### src/rtl/jk_pkg.sv
// Shared types and the JK next-state rule for jk_stim_sequencer.
// Contents: jk_op_t command encoding, seq_state_t sequencer states,
// and jk_next(), the flop transition used by the reference model.
package jk_pkg;

    localparam int unsigned OP_W = 2;

    // {J,K} command encoding
    typedef enum logic [1:0] {
        OP_HOLD   = 2'b00,
        OP_RESET  = 2'b01,
        OP_SET    = 2'b10,
        OP_TOGGLE = 2'b11
    } jk_op_t;

    typedef enum logic {
        IDLE  = 1'b0,
        DRIVE = 1'b1
    } seq_state_t;

    // JK flop transition: 00 keep, 01 clear, 10 set, 11 invert
    function automatic logic jk_next(input logic q, input jk_op_t op);
        logic q_n;
        case (op)
            OP_HOLD:   q_n = q;
            OP_RESET:  q_n = 1'b0;
            OP_SET:    q_n = 1'b1;
            OP_TOGGLE: q_n = ~q;
            default:   q_n = q;
        endcase
        return q_n;
    endfunction

endpackage

### src/rtl/jk_stim_sequencer_if.sv
// Command handshake bundle for jk_stim_sequencer.
// Signals: cmd_valid (offer), cmd_ready (accept), cmd_op ({J,K} op),
// cmd_cnt (command lasts cmd_cnt+1 cycles).
// master = command source, slave = sequencer.
interface jk_stim_sequencer_if #(
    parameter int unsigned CNT_W = 4
);
    import jk_pkg::*;

    logic              cmd_valid;
    logic              cmd_ready;
    logic [OP_W-1:0]   cmd_op;
    logic [CNT_W-1:0]  cmd_cnt;

    modport master (output cmd_valid, output cmd_op, output cmd_cnt, input cmd_ready);
    modport slave  (input cmd_valid, input cmd_op, input cmd_cnt, output cmd_ready);

endinterface

### src/rtl/jk_cmd_fifo.sv
// Small synchronous FIFO holding queued JK commands.
// Ports: clk, rst (sync, active-high), i_push/i_wdata write side,
// i_pop/o_rdata read side (show-ahead), o_full, o_empty.
// Pointers carry one extra wrap bit; full/empty come from the MSB compare.
module jk_cmd_fifo #(
    parameter int unsigned DEPTH = 4,
    parameter int unsigned WIDTH = 6
) (
    input  logic             clk,
    input  logic             rst,
    input  logic             i_push,
    input  logic [WIDTH-1:0] i_wdata,
    input  logic             i_pop,
    output logic [WIDTH-1:0] o_rdata,
    output logic             o_full,
    output logic             o_empty
);

    localparam int unsigned AW = $clog2(DEPTH);
    localparam int unsigned PW = AW + 1;

    logic [PW-1:0]    r_wptr;
    logic [PW-1:0]    r_rptr;
    logic [WIDTH-1:0] r_mem [DEPTH];
    logic             w_do_push;
    logic             w_do_pop;

    assign o_full    = (r_wptr[AW] != r_rptr[AW]) && (r_wptr[AW-1:0] == r_rptr[AW-1:0]);
    assign o_empty   = (r_wptr == r_rptr);
    assign w_do_push = i_push && !o_full;
    assign w_do_pop  = i_pop && !o_empty;
    assign o_rdata   = r_mem[r_rptr[AW-1:0]];

    // pointer update
    always_ff @(posedge clk) begin
        if (rst) begin
            r_wptr <= '0;
            r_rptr <= '0;
        end else begin
            if (w_do_push) r_wptr <= r_wptr + PW'(1);
            if (w_do_pop)  r_rptr <= r_rptr + PW'(1);
        end
    end

    // storage, contents are don't-care while empty
    always_ff @(posedge clk) begin
        if (w_do_push) r_mem[r_wptr[AW-1:0]] <= i_wdata;
    end

endmodule

### src/rtl/jk_stim_sequencer.sv
// Drives J/K into a JK flop from a queue of {op,count} commands and
// optionally checks the flop's Q/Q_bar against a reference model.
// Ports: clk, rst (sync, active-high); cmd (slave side of
// jk_stim_sequencer_if); J, K to the flop; q_in, q_bar_in from the flop;
// busy, done (last cycle of a command), err (sticky), err_cnt (saturating).
// Build option: define JKSEQ_CHECK_EN to include the model and checker;
// otherwise err/err_cnt are tied to zero and q_in/q_bar_in are ignored.
module jk_stim_sequencer
    import jk_pkg::*;
#(
    parameter int unsigned DEPTH = 4,
    parameter int unsigned CNT_W = 4,
    parameter int unsigned ERR_W = 8
) (
    input  logic                 clk,
    input  logic                 rst,
    jk_stim_sequencer_if.slave   cmd,
    output logic                 J,
    output logic                 K,
    input  logic                 q_in,
    input  logic                 q_bar_in,
    output logic                 busy,
    output logic                 done,
    output logic                 err,
    output logic [ERR_W-1:0]     err_cnt
);

    localparam int unsigned FIFO_W = OP_W + CNT_W;

    seq_state_t        r_state;
    seq_state_t        w_state_nxt;
    logic              r_j;
    logic              r_k;
    logic              r_done;
    logic [CNT_W-1:0]  r_rem;
    logic              w_j_nxt;
    logic              w_k_nxt;
    logic              w_done_nxt;
    logic [CNT_W-1:0]  w_rem_nxt;
    logic              w_pop;
    logic              w_full;
    logic              w_empty;
    logic [FIFO_W-1:0] w_rdata;
    logic [OP_W-1:0]   w_head_op;
    logic [CNT_W-1:0]  w_head_cnt;

    jk_cmd_fifo #(
        .DEPTH (DEPTH),
        .WIDTH (FIFO_W)
    ) u_fifo (
        .clk     (clk),
        .rst     (rst),
        .i_push  (cmd.cmd_valid),
        .i_wdata ({cmd.cmd_op, cmd.cmd_cnt}),
        .i_pop   (w_pop),
        .o_rdata (w_rdata),
        .o_full  (w_full),
        .o_empty (w_empty)
    );

    assign w_head_op     = w_rdata[CNT_W +: OP_W];
    assign w_head_cnt    = w_rdata[CNT_W-1:0];
    assign cmd.cmd_ready = !w_full;
    assign busy          = !w_empty || (r_state == DRIVE);
    assign J             = r_j;
    assign K             = r_k;
    assign done          = r_done;

    // sequencer state register
    always_ff @(posedge clk) begin
        if (rst) begin
            r_state <= IDLE;
            r_j     <= 1'b0;
            r_k     <= 1'b0;
            r_rem   <= '0;
            r_done  <= 1'b0;
        end else begin
            r_state <= w_state_nxt;
            r_j     <= w_j_nxt;
            r_k     <= w_k_nxt;
            r_rem   <= w_rem_nxt;
            r_done  <= w_done_nxt;
        end
    end

    // next state; a new command is popped on the last cycle of the
    // current one so back-to-back commands run without a bubble
    always_comb begin
        w_state_nxt = r_state;
        w_j_nxt     = r_j;
        w_k_nxt     = r_k;
        w_rem_nxt   = r_rem;
        w_pop       = 1'b0;
        case (r_state)
            IDLE: begin
                w_j_nxt = 1'b0;
                w_k_nxt = 1'b0;
                if (!w_empty) begin
                    w_pop              = 1'b1;
                    {w_j_nxt, w_k_nxt} = w_head_op;
                    w_rem_nxt          = w_head_cnt;
                    w_state_nxt        = DRIVE;
                end
            end
            DRIVE: begin
                if (r_rem != '0) begin
                    w_rem_nxt = r_rem - CNT_W'(1);
                end else if (!w_empty) begin
                    w_pop              = 1'b1;
                    {w_j_nxt, w_k_nxt} = w_head_op;
                    w_rem_nxt          = w_head_cnt;
                end else begin
                    w_state_nxt = IDLE;
                    w_j_nxt     = 1'b0;
                    w_k_nxt     = 1'b0;
                end
            end
            default: begin
                w_state_nxt = IDLE;
                w_j_nxt     = 1'b0;
                w_k_nxt     = 1'b0;
            end
        endcase
        // done lines up with the final driven cycle of a command
        w_done_nxt = (w_state_nxt == DRIVE) && (w_rem_nxt == '0);
    end

`ifdef JKSEQ_CHECK_EN
    logic             r_exp_q;
    logic             r_check_armed;
    logic             r_err;
    logic [ERR_W-1:0] r_err_cnt;
    logic             w_mismatch;

    // q_in reflects the model update of the previous edge
    assign w_mismatch = r_check_armed && ((q_in != r_exp_q) || (q_bar_in != ~q_in));

    // reference model tracks the flop on the same edge it samples J/K
    always_ff @(posedge clk) begin
        if (rst) begin
            r_exp_q       <= 1'b0;
            r_check_armed <= 1'b0;
            r_err         <= 1'b0;
            r_err_cnt     <= '0;
        end else begin
            r_exp_q       <= jk_next(r_exp_q, jk_op_t'({r_j, r_k}));
            r_check_armed <= 1'b1;
            if (w_mismatch) begin
                r_err <= 1'b1;
                if (r_err_cnt != '1) r_err_cnt <= r_err_cnt + ERR_W'(1);
            end
        end
    end

    assign err     = r_err;
    assign err_cnt = r_err_cnt;
`else
    logic w_unused_q;

    assign w_unused_q = q_in ^ q_bar_in;
    assign err        = 1'b0;
    assign err_cnt    = '0;
`endif

endmodule
### src/flat_wrapper.sv
// flat-port wrapper written by rule: the top's interface ports become plain ports
module jk_stim_sequencer_flat import jk_pkg::*;
#(
    parameter int unsigned DEPTH = 4,
    parameter int unsigned CNT_W = 4,
    parameter int unsigned ERR_W = 8
)
  (clk, rst, J, K, q_in, q_bar_in, busy, done, err, err_cnt, cmd_cmd_valid, cmd_cmd_op, cmd_cmd_cnt, cmd_cmd_ready);
  jk_stim_sequencer_if #(.CNT_W(CNT_W)) cmd_i ();
  input  logic clk;
  input  logic rst;
  output logic J;
  output logic K;
  input  logic q_in;
  input  logic q_bar_in;
  output logic busy;
  output logic done;
  output logic err;
  output logic [ERR_W-1:0] err_cnt;
  input wire logic [$bits(cmd_i.cmd_valid)-1:0] cmd_cmd_valid;
  input wire logic [$bits(cmd_i.cmd_op)-1:0] cmd_cmd_op;
  input wire logic [$bits(cmd_i.cmd_cnt)-1:0] cmd_cmd_cnt;
  output wire logic [$bits(cmd_i.cmd_ready)-1:0] cmd_cmd_ready;
  assign cmd_i.cmd_valid = cmd_cmd_valid;
  assign cmd_i.cmd_op = cmd_cmd_op;
  assign cmd_i.cmd_cnt = cmd_cmd_cnt;
  assign cmd_cmd_ready = cmd_i.cmd_ready;
  jk_stim_sequencer #(.DEPTH(DEPTH), .CNT_W(CNT_W), .ERR_W(ERR_W)) u_core (.clk(clk), .rst(rst), .cmd(cmd_i), .J(J), .K(K), .q_in(q_in), .q_bar_in(q_bar_in), .busy(busy), .done(done), .err(err), .err_cnt(err_cnt));
endmodule
### config.mk
export PLATFORM = sky130hd
export DESIGN_NAME = jk_stim_sequencer_flat
export DESIGN_NICKNAME = d
export VERILOG_FILES = /design/src/rtl/jk_pkg.sv /design/src/rtl/jk_stim_sequencer_if.sv /design/src/rtl/jk_cmd_fifo.sv /design/src/rtl/jk_stim_sequencer.sv /design/src/flat_wrapper.sv
export SDC_FILE = /design/constraint.sdc
export NUM_CORES = 1
export LEC_CHECK = 0
export BUFFER_PORTS_ARGS = -buffer_cell sky130_fd_sc_hd__buf_4
export CAP_MARGIN = 20
export CORE_MARGIN = 3
export CORE_UTILIZATION = 31
export DETAILED_ROUTE_END_ITERATION = 12
export PLACE_DENSITY = 0.51
export SYNTH_ARGS = -nofsm -noshare
export SYNTH_HDL_FRONTEND = slang
export SYNTH_SLANG_ARGS = --single-unit
### constraint.sdc
create_clock -name clk -period 5.1 [get_ports clk]
set_input_delay 1.275 -clock clk [delete_from_list [all_inputs] [get_ports clk]]
set_output_delay 1.275 -clock clk [all_outputs]
set_load 0.01 [all_outputs]
==> flow_metrics.tcl, run 1 <==
set metrics [dict create \
    status "finished clean" \
    min_period_ps 2740 \
    synth_area_leaders "edfxtp_1, dfxtp_1, mux4_1, ha_1, buf_4" \
    initial_core_util 0.326 \
    gp_congestion 0.834 \
    ys.flop_type "edfxtp_1" \
    drt_wl_total_um 3030 \
    required_ps 3830 \
    whs_ps 465 \
    grt_max_degree 15 \
    power_density_nw_per_um2 543 \
    avgSynthCellArea_um2 13.7 \
    track_usage 0.101 \
    clock_sinks 40 \
    ctsHoldBuffers 0 \
    route.detailed.drc 0 \
    max_freq_mhz 365 \
    post_dp_cell_area_um2 1960 \
    clock_latency_ps 290 \
    cts-buffers-inserted 5 \
    min_path_type "register to register" \
    cp-start-kind "register" \
    ys_seq_area_frac 0.569 \
    fin_area_um2 2100 \
    rsz0062_at_grt "no" \
    crit_arrival_ps 1470 \
    synth_cells 133 \
    grt_pass1_vias 972 \
    p_leak_nw 0.779 \
    wl_per_cell_um 13.6 \
    ir_drop_mv 0.232 \
    synth_top_area_cell "edfxtp_1" \
    cp-end-kind "output port" \
    cts_buffer_depth 2 \
    slew_violations 0 \
    io_pins 25 \
    fp.dieH_um 82.8 \
    async_reset_ff_frac 0 \
    antenna_cells 0 \
    ff2ff_setup_slack_ps 3100 \
    viasPerCell 4.57 \
    die_w_um 82.8 \
    setup_tns_ps 0 \
    synth_top_area_share 0.394 \
    slew_headroom 0.632 \
    area_growth_syn_to_layout_pct 14.6 \
    ctsResizeCount 0 \
    grt_overflow 0 \
    dr.pass1.iters 4 \
    grt_pass1_wl_um 4880 \
    timing.max_cap.violations 0 \
    nNetsFinal 167 \
    min_period_over_period 0.537 \
    synth-seq-cells 40 \
    ys_warn_count 0 \
    tritoncts "yes" \
    ant_nets 0 \
    std_cell_rows 27 \
    clk_pin_slew_worst_paths_ps 70 \
    drive_above_1_share 0.205 \
    syn-cell-area_um2 1830 \
    critPathKind "register to output port" \
    postCtsSetupBuffers 0 \
    setup-violations-final 0 \
    ys_types 35 \
    cts_max_level 2 \
    numPortBuffers 13 \
    synth-edff-count 24 \
    fin_worst_skew_ps 3.99 \
    num_vias 1020 \
    cts-root-buf "clkbuf_8" \
    worst_pin_slew_ps 549 \
    drt_iter0_drc 64 \
    core_area_um2 5610 \
    dieArea_um2 6850 \
    hpwl_um 2180 \
    final_hold_viol_count 0 \
    grt_antenna_before_repair 0 \
    path_max_fanout 8 \
]
## power breakdown
part	leakage, nW	switching (mW)	internal [mW]
logic	0.362	0.197	0.191
registers	0.352	0.0551	0.396
clock network	0.0654	0.104	0.195
total	0.779	0.356	0.782
## critical path, stage by stage, from the launching register on
cell and delay [ps]:
dfxtp_1 380, xnor2_2 440, nand4_1 180, buf_4 180
## logic make-up after synthesis
| group | count (synthesis) | synth area share |
|---|---|---|
| and+or+nand+nor | 38 | 0.110 |
| AOI/OAI and AO/OA | 14 | 0.0691 |
| other | 1 | 0.00205 |
| adders and majority gates | 6 | 0.0411 |
| muxes | 9 | 0.101 |
| xor gates and xnor gates | 8 | 0.0507 |
| buffers and inverters | 17 | 0.0575 |
| DFF | 40 | 0.569 |
## final cells by class
cell class,instances,area (µm²)
clock buffers,6,72.6
multi-input cells,84,712
well taps,72,90.1
flip-flops and latches,40,1040
fillers,553,3510
repair buffers,13,97.6
clock inverters,2,60.1
inverters,6,22.5
## stage by stage
stage                     utilization  setup slack, ps  power, mW  instances
after floorplan                     -             2830      0.757        141
after global placement          0.350             2470      0.840        215
after CTS                       0.374             2340       1.15        223
after global routing            0.374             2250       1.22        223
after detailed placement        0.350             2450      0.849        215
final                           0.374             2360       1.14        223
## sequential cells by signal, indices dropped and copies added, names as in the netlist, named ones only
signal                cells
u_core.u_fifo.r_wptr      3
u_core.u_fifo.r_mem      24
u_core.r_rem              4
u_core.u_fifo.r_rptr      3
u_core.K                  1
u_core.done               1
u_core.r_state            1
u_core.J                  1
## cell usage in the layout (no fill, tap or decap), types with 2 or more instances in the layout
master     count
nor3_1         3
bufinv_16      2
nand3_1        4
xnor2_2        3
buf_4         13
a31oi_1        2
nand2_1        7
edfxtp_1      24
clkbuf_8       5
a21oi_1        5
nor2_1        11
conb_1         9
dfxtp_1       16
mux2i_1        3
nor2b_1        2
ha_1           6
and2_1         4
xnor2_1        3
inv_1          6
xor2_1         2
a211o_2        2
mux4_1         5
## routing by layer
layer  track usage  routed length, µm  vias up
met5             0                  0        -
met4        0.0392                 46        0
met3        0.0378                164        7
met2         0.154               1440       33
met1         0.130               1380      478
li1              -                  -      502
## cells in the mapped netlist (2+ instances only)
| master | number |
|---|---|
| a211o_2 | 2 |
| mux2i_1 | 3 |
| nand3_1 | 4 |
| ha_1 | 6 |
| a21oi_1 | 5 |
| xnor2_1 | 3 |
| nand2_1 | 7 |
| nor2_1 | 11 |
| buf_4 | 9 |
| mux4_1 | 5 |
| dfxtp_1 | 16 |
| nor2b_1 | 2 |
| xnor2_2 | 3 |
| and2_1 | 4 |
| edfxtp_1 | 24 |
| a31oi_1 | 2 |
| inv_1 | 6 |
| nor3_1 | 3 |
| xor2_1 | 2 |
## final timing paths
kind / from / endpoint / depth (start not counted)
max: u_core.u_fifo.r_wptr[0] / busy / 3
max reg2reg: u_core.u_fifo.r_wptr[0] / u_core.u_fifo.r_mem[3][0] / 3
min: u_core.J / u_core.J / 2
min reg2reg: u_core.J / u_core.J / 2
Power figures use the tool's default switching activity.
==> run 2, diff against run 1 <==
Settings changed: PLACE_DENSITY 0.51 to 0.53.
Clock period 5.1 ns to 2.2 ns, I/O delays scaled along.
==> flow_metrics.tcl, run 2 (synthesis gave the netlist of run 1 again) <==
set metrics [dict create \
    clock_latency_ps 280 \
    grt_overflow 0 \
    max_stage_delay_ps 430 \
    std_cell_rows 27 \
    min_path_type "primary input to register" \
    gp_congestion 0.856 \
    grt_pass1_vias 1038 \
    p_comb_frac 0.386 \
    ff2ff_setup_slack_ps 230 \
    grt_antenna_before_repair 0 \
    worst_pin_slew_ps 516 \
    tritoncts "yes" \
    cp_num_buf_inv 1 \
    rsz0062_at_grt "no" \
    cts_buffer_depth 2 \
    min_period_ps 1970 \
    p_int_mw 1.61 \
    antenna_cells 0 \
    path_max_fanout 4 \
    clk_pin_slew_worst_paths_ps 80 \
    core_area_um2 5610 \
    nNetsFinal 170 \
    dr.pass1.iters 4 \
    drt_iter0_drc 32 \
    viasPerCell 4.55 \
    grt_pass1_wl_um 5050 \
    ir_drop_mv 0.532 \
    clock_sinks 40 \
    hpwl_um 2250 \
    cts_max_level 2 \
    path_cells "inv_1 -> ha_1 -> or3b_1 -> nand2_1 -> nor3_1 -> a211o_2 -> nor4b_2" \
    ctsHoldBuffers 0 \
    area_growth_syn_to_layout_pct 13.4 \
    drt_wl_total_um 3040 \
    wl_per_cell_um 13.5 \
    final_cell_mix "edfxtp_1, dfxtp_1, buf_4, nor2_1, conb_1" \
    numPortBuffers 13 \
    slew_violations 0 \
    fin_worst_skew_ps 4.20 \
    switching_share 0.343 \
    min_period_over_period 0.896 \
    timing.max_cap.violations 0 \
    postCtsSetupBuffers 0 \
    die_w_um 82.8 \
    cts-root-buf "clkbuf_8" \
    largest_register_ffs 24 \
    final_core_utilization 0.370 \
    power_switching_mw 0.842 \
    ctsResizeCount 0 \
    timing.critical_path.max_delay_family "simple AND/OR/NAND/NOR gates" \
    fp.dieH_um 82.8 \
    io_pins 25 \
    cts-buffers-inserted 5 \
    status "finished clean" \
    whs_ps 459 \
    setup_tns_ps 0 \
    drive_above_1_share 0.221 \
    dr.max_layer_used "met4" \
    max_freq_mhz 507 \
    met2_wirelength_um 1460 \
    fin_area_um2 2070 \
    final_hold_viol_count 0 \
    ant_nets 0 \
    dieArea_um2 6850 \
    p_leak_nw 0.766 \
    post_dp_cell_area_um2 1990 \
    critPathKind "register to register" \
    track_usage 0.102 \
    grt_max_degree 15 \
    slew_headroom 0.654 \
    cp-end-kind "register" \
    initial_core_util 0.326 \
    crit_arrival_ps 2170 \
    route.detailed.drc 0 \
    cp-start-kind "register" \
    pwr-share-seq 0.425 \
    final_common_cell "edfxtp_1" \
    num_vias 1028 \
    power_density_nw_per_um2 1180 \
    cp_slowest_cell "or3b_1" \
    wl_met1_um 1380 \
    required_ps 2400 \
    setup-violations-final 0 \
    p_clk_frac 0.189 \
    wl_met3_um 168 \
]
## run 2: area by class of cell
cell class | count | area (µm²)
clock buffers | 5 | 68.8
clock inverters | 3 | 18.8
fillers | 567 | 3530
inverters | 6 | 22.5
multi-input cells | 84 | 712
flip-flops and latches | 40 | 1040
well taps | 72 | 90.1
repair buffers | 16 | 120
## run 2: worst reg2reg max path: stages (launching register included)
cell and delay [ps]:
dfxtp_1 330, inv_1 80, ha_1 220, or3b_1 430
nand2_1 180, nor3_1 70, a211o_2 320, nor4b_2 260
## run 2: worst paths after layout
| check | from | depth (start not counted) | endpoint |
|---|---|---|---|
| setup / recovery | u_core.r_rem[0] | 7 | u_core.done |
| hold reg to reg | u_core.J | 2 | u_core.J |
| setup reg to reg | u_core.r_rem[0] | 7 | u_core.done |
| hold / removal | cmd_cmd_op[0] | 1 | u_core.u_fifo.r_mem[0][4] |
## run 2: layer usage
| layer | global-route usage | vias up |
|---|---|---|
| met5 | 0 | - |
| met4 | 0.0441 | 0 |
| met3 | 0.0335 | 5 |
| met2 | 0.159 | 28 |
| met1 | 0.130 | 487 |
| li1 | - | 508 |
## run 2: through the flow
| stage | power [mW] | setup WS, ps | std cells |
|---|---|---|---|
| global placement | 1.99 | 290 | 218 |
| detailed placement | 2.01 | 263 | 218 |
| floorplan | 1.76 | 434 | 141 |
| finish | 2.45 | 229 | 226 |
| global route | 2.63 | 63.2 | 226 |
| CTS | 2.48 | 242 | 226 |
## run 2: power by group through the flow
stage / clock (mW) / sequential (mW) / combinational (mW)
floorplan: 0 / 1.03 / 0.727
finish: 0.464 / 1.04 / 0.947
CTS: 0.485 / 1.04 / 0.954
global route: 0.523 / 1.06 / 1.05
detailed placement: 0 / 1.06 / 0.950
global placement: 0 / 1.06 / 0.934
==> run 3, diff against run 2 <==
Settings changed: REMOVE_ABC_BUFFERS from default to 1.
==> flow_metrics.tcl, run 3 (synthesis gave the netlist of run 1 again) <==
set metrics [dict create \
    status "finished clean" \
    initial_core_util 0.326 \
    ctsHoldBuffers 0 \
    holdPathStages 1 \
    hpwl_um 2230 \
    num_vias 1043 \
    worst_pin_slew_ps 595 \
    slew_violations 0 \
    cp_slowest_cell "xnor2_2" \
    reg2reg_depth 3 \
    tritoncts "yes" \
    die_w_um 82.8 \
    cp_num_cells 3 \
    path_max_fanout 8 \
    cts-buffers-inserted 5 \
    final_common_cell "edfxtp_1" \
    pwr-share-seq 0.405 \
    cts_max_level 2 \
    drt_wl_total_um 3050 \
    grt_busiest_layer "met2" \
    path_cells "xnor2_2 -> nand4_1 -> buf_4" \
    wl_per_cell_um 13.5 \
    min_period_over_period 0.914 \
    dieArea_um2 6850 \
    total_power_mw 2.57 \
    p_int_mw 1.72 \
    max_freq_mhz 497 \
    ir_drop_mv 0.544 \
    postCtsSetupBuffers 0 \
    dr.pass1.iters 4 \
    fin_worst_skew_ps 4.84 \
    min_period_ps 2010 \
    largest_register_ffs 24 \
    max_stage_delay_ps 400 \
    ff2ff_setup_slack_ps 240 \
    timing.max_cap.violations 0 \
    crit_arrival_ps 1460 \
    antenna_cells 0 \
    cts_buffer_depth 2 \
    clock_latency_ps 300 \
    setup_tns_ps 0 \
    fp.dieH_um 82.8 \
    worstReg2RegStart "u_core.u_fifo.r_wptr[1]" \
    cp-end-kind "output port" \
    slew_headroom 0.601 \
    cp-start-kind "register" \
    timing.critical_path.max_delay_family "XOR/XNOR gates" \
    p_clk_frac 0.236 \
    met1_usage 0.120 \
    fillers 571 \
    grt_use_met2 0.170 \
    switching_share 0.330 \
    clk_pin_slew_worst_paths_ps 80 \
    viasPerCell 4.62 \
    numPortBuffers 13 \
    power_switching_mw 0.848 \
    io_pins 25 \
    setup-violations-final 0 \
    min_path_type "primary input to register" \
    route.detailed.drc 0 \
    grt_pass1_vias 1018 \
    grt_antenna_before_repair 0 \
    min_to "u_core.u_fifo.r_mem[2][1]" \
    cts-root-buf "clkbuf_8" \
    cp_num_buf_inv 1 \
    drt_iter0_drc 69 \
    clock_sinks 40 \
    grt_pass1_wl_um 4970 \
    rsz0062_at_grt "no" \
    drive_above_1_share 0.227 \
    area_growth_syn_to_layout_pct 14.9 \
    ctsResizeCount 0 \
    track_usage 0.105 \
    gp_congestion 0.791 \
    power_density_nw_per_um2 1220 \
    p_leak_nw 0.784 \
    final_hold_viol_count 0 \
    std_cell_rows 27 \
    grt_max_degree 15 \
    final_cell_mix "edfxtp_1, dfxtp_1, buf_4, nor2_1, conb_1" \
    r2r-end "u_core.u_fifo.r_mem[1][0]" \
    critPathKind "register to output port" \
    nNetsFinal 170 \
    ant_nets 0 \
    met3_usage 0.0421 \
    core_area_um2 5610 \
    p_comb_frac 0.358 \
    whs_ps 447 \
    holdCritStartpoint "cmd_cmd_cnt[1]" \
    required_ps 1650 \
    grt_overflow 0 \
]
==> run 3: changes by cell type in the layout (fill, tap and decap cells not counted) <==
| cell | change |
|---|---|
| clkinv_1 | -1 |
| inv_6 | +1 |
| bufinv_16 | +1 |
| clkinvlp_4 | -1 |
==> run 3: final cells by class <==
cell class,count,area [µm²],share of cell area
sequential,40,1040,0.496
multi-input combinational,84,712,0.339
clock buffer,5,68.8,0.0328
timing repair buffer,16,120,0.0572
inverter,6,22.5,0.0107
clock inverter,3,46.3,0.0220
tap,72,90.1,0.0429
==> run 3: stage by stage <==
step                      cells  worst slack (ps)  area (µm²)   util
final                       226               188        2100  0.375
after global routing        226              79.5        2100  0.375
after floorplan             130               434        1780      -
after detailed placement    218               246        1990  0.354
after global placement      218               274        1990  0.354
after CTS                   226               169        2100  0.375
==> run 3: worst register-to-register path, stage by stage (launching register included) <==
cell	delay [ps]
dfxtp_1	440
xnor2_2	190
a31oi_1	560
and2_1	450
==> run 3: worst max path at each step <==
stage                            startpoint                         to  slack [ps]
floorplan                   u_core.r_rem[0]                u_core.done         430
global placement            u_core.r_rem[0]                u_core.done         270
detailed placement  u_core.u_fifo.r_wptr[1]  u_core.u_fifo.r_mem[1][4]         250
CTS                 u_core.u_fifo.r_wptr[1]                       busy         170
global route        u_core.u_fifo.r_rptr[1]                       busy          80
finish              u_core.u_fifo.r_wptr[1]                       busy         190
==> run 3: metal layers <==
metal	vias up	wire, µm
met5	-	0
li1	511	-
met2	23	1490
met4	0	60
met3	5	169
met1	504	1330
==> run 3: power by group through the flow <==
stage                     Sequential, mW  Combinational (mW)  Clock, mW
after floorplan                     1.04               0.687          0
final                               1.04               0.919      0.607
after global placement              1.06               0.908          0
after detailed placement            1.06               0.922          0
after global routing                1.06                1.02      0.663
after CTS                           1.05               0.929      0.628
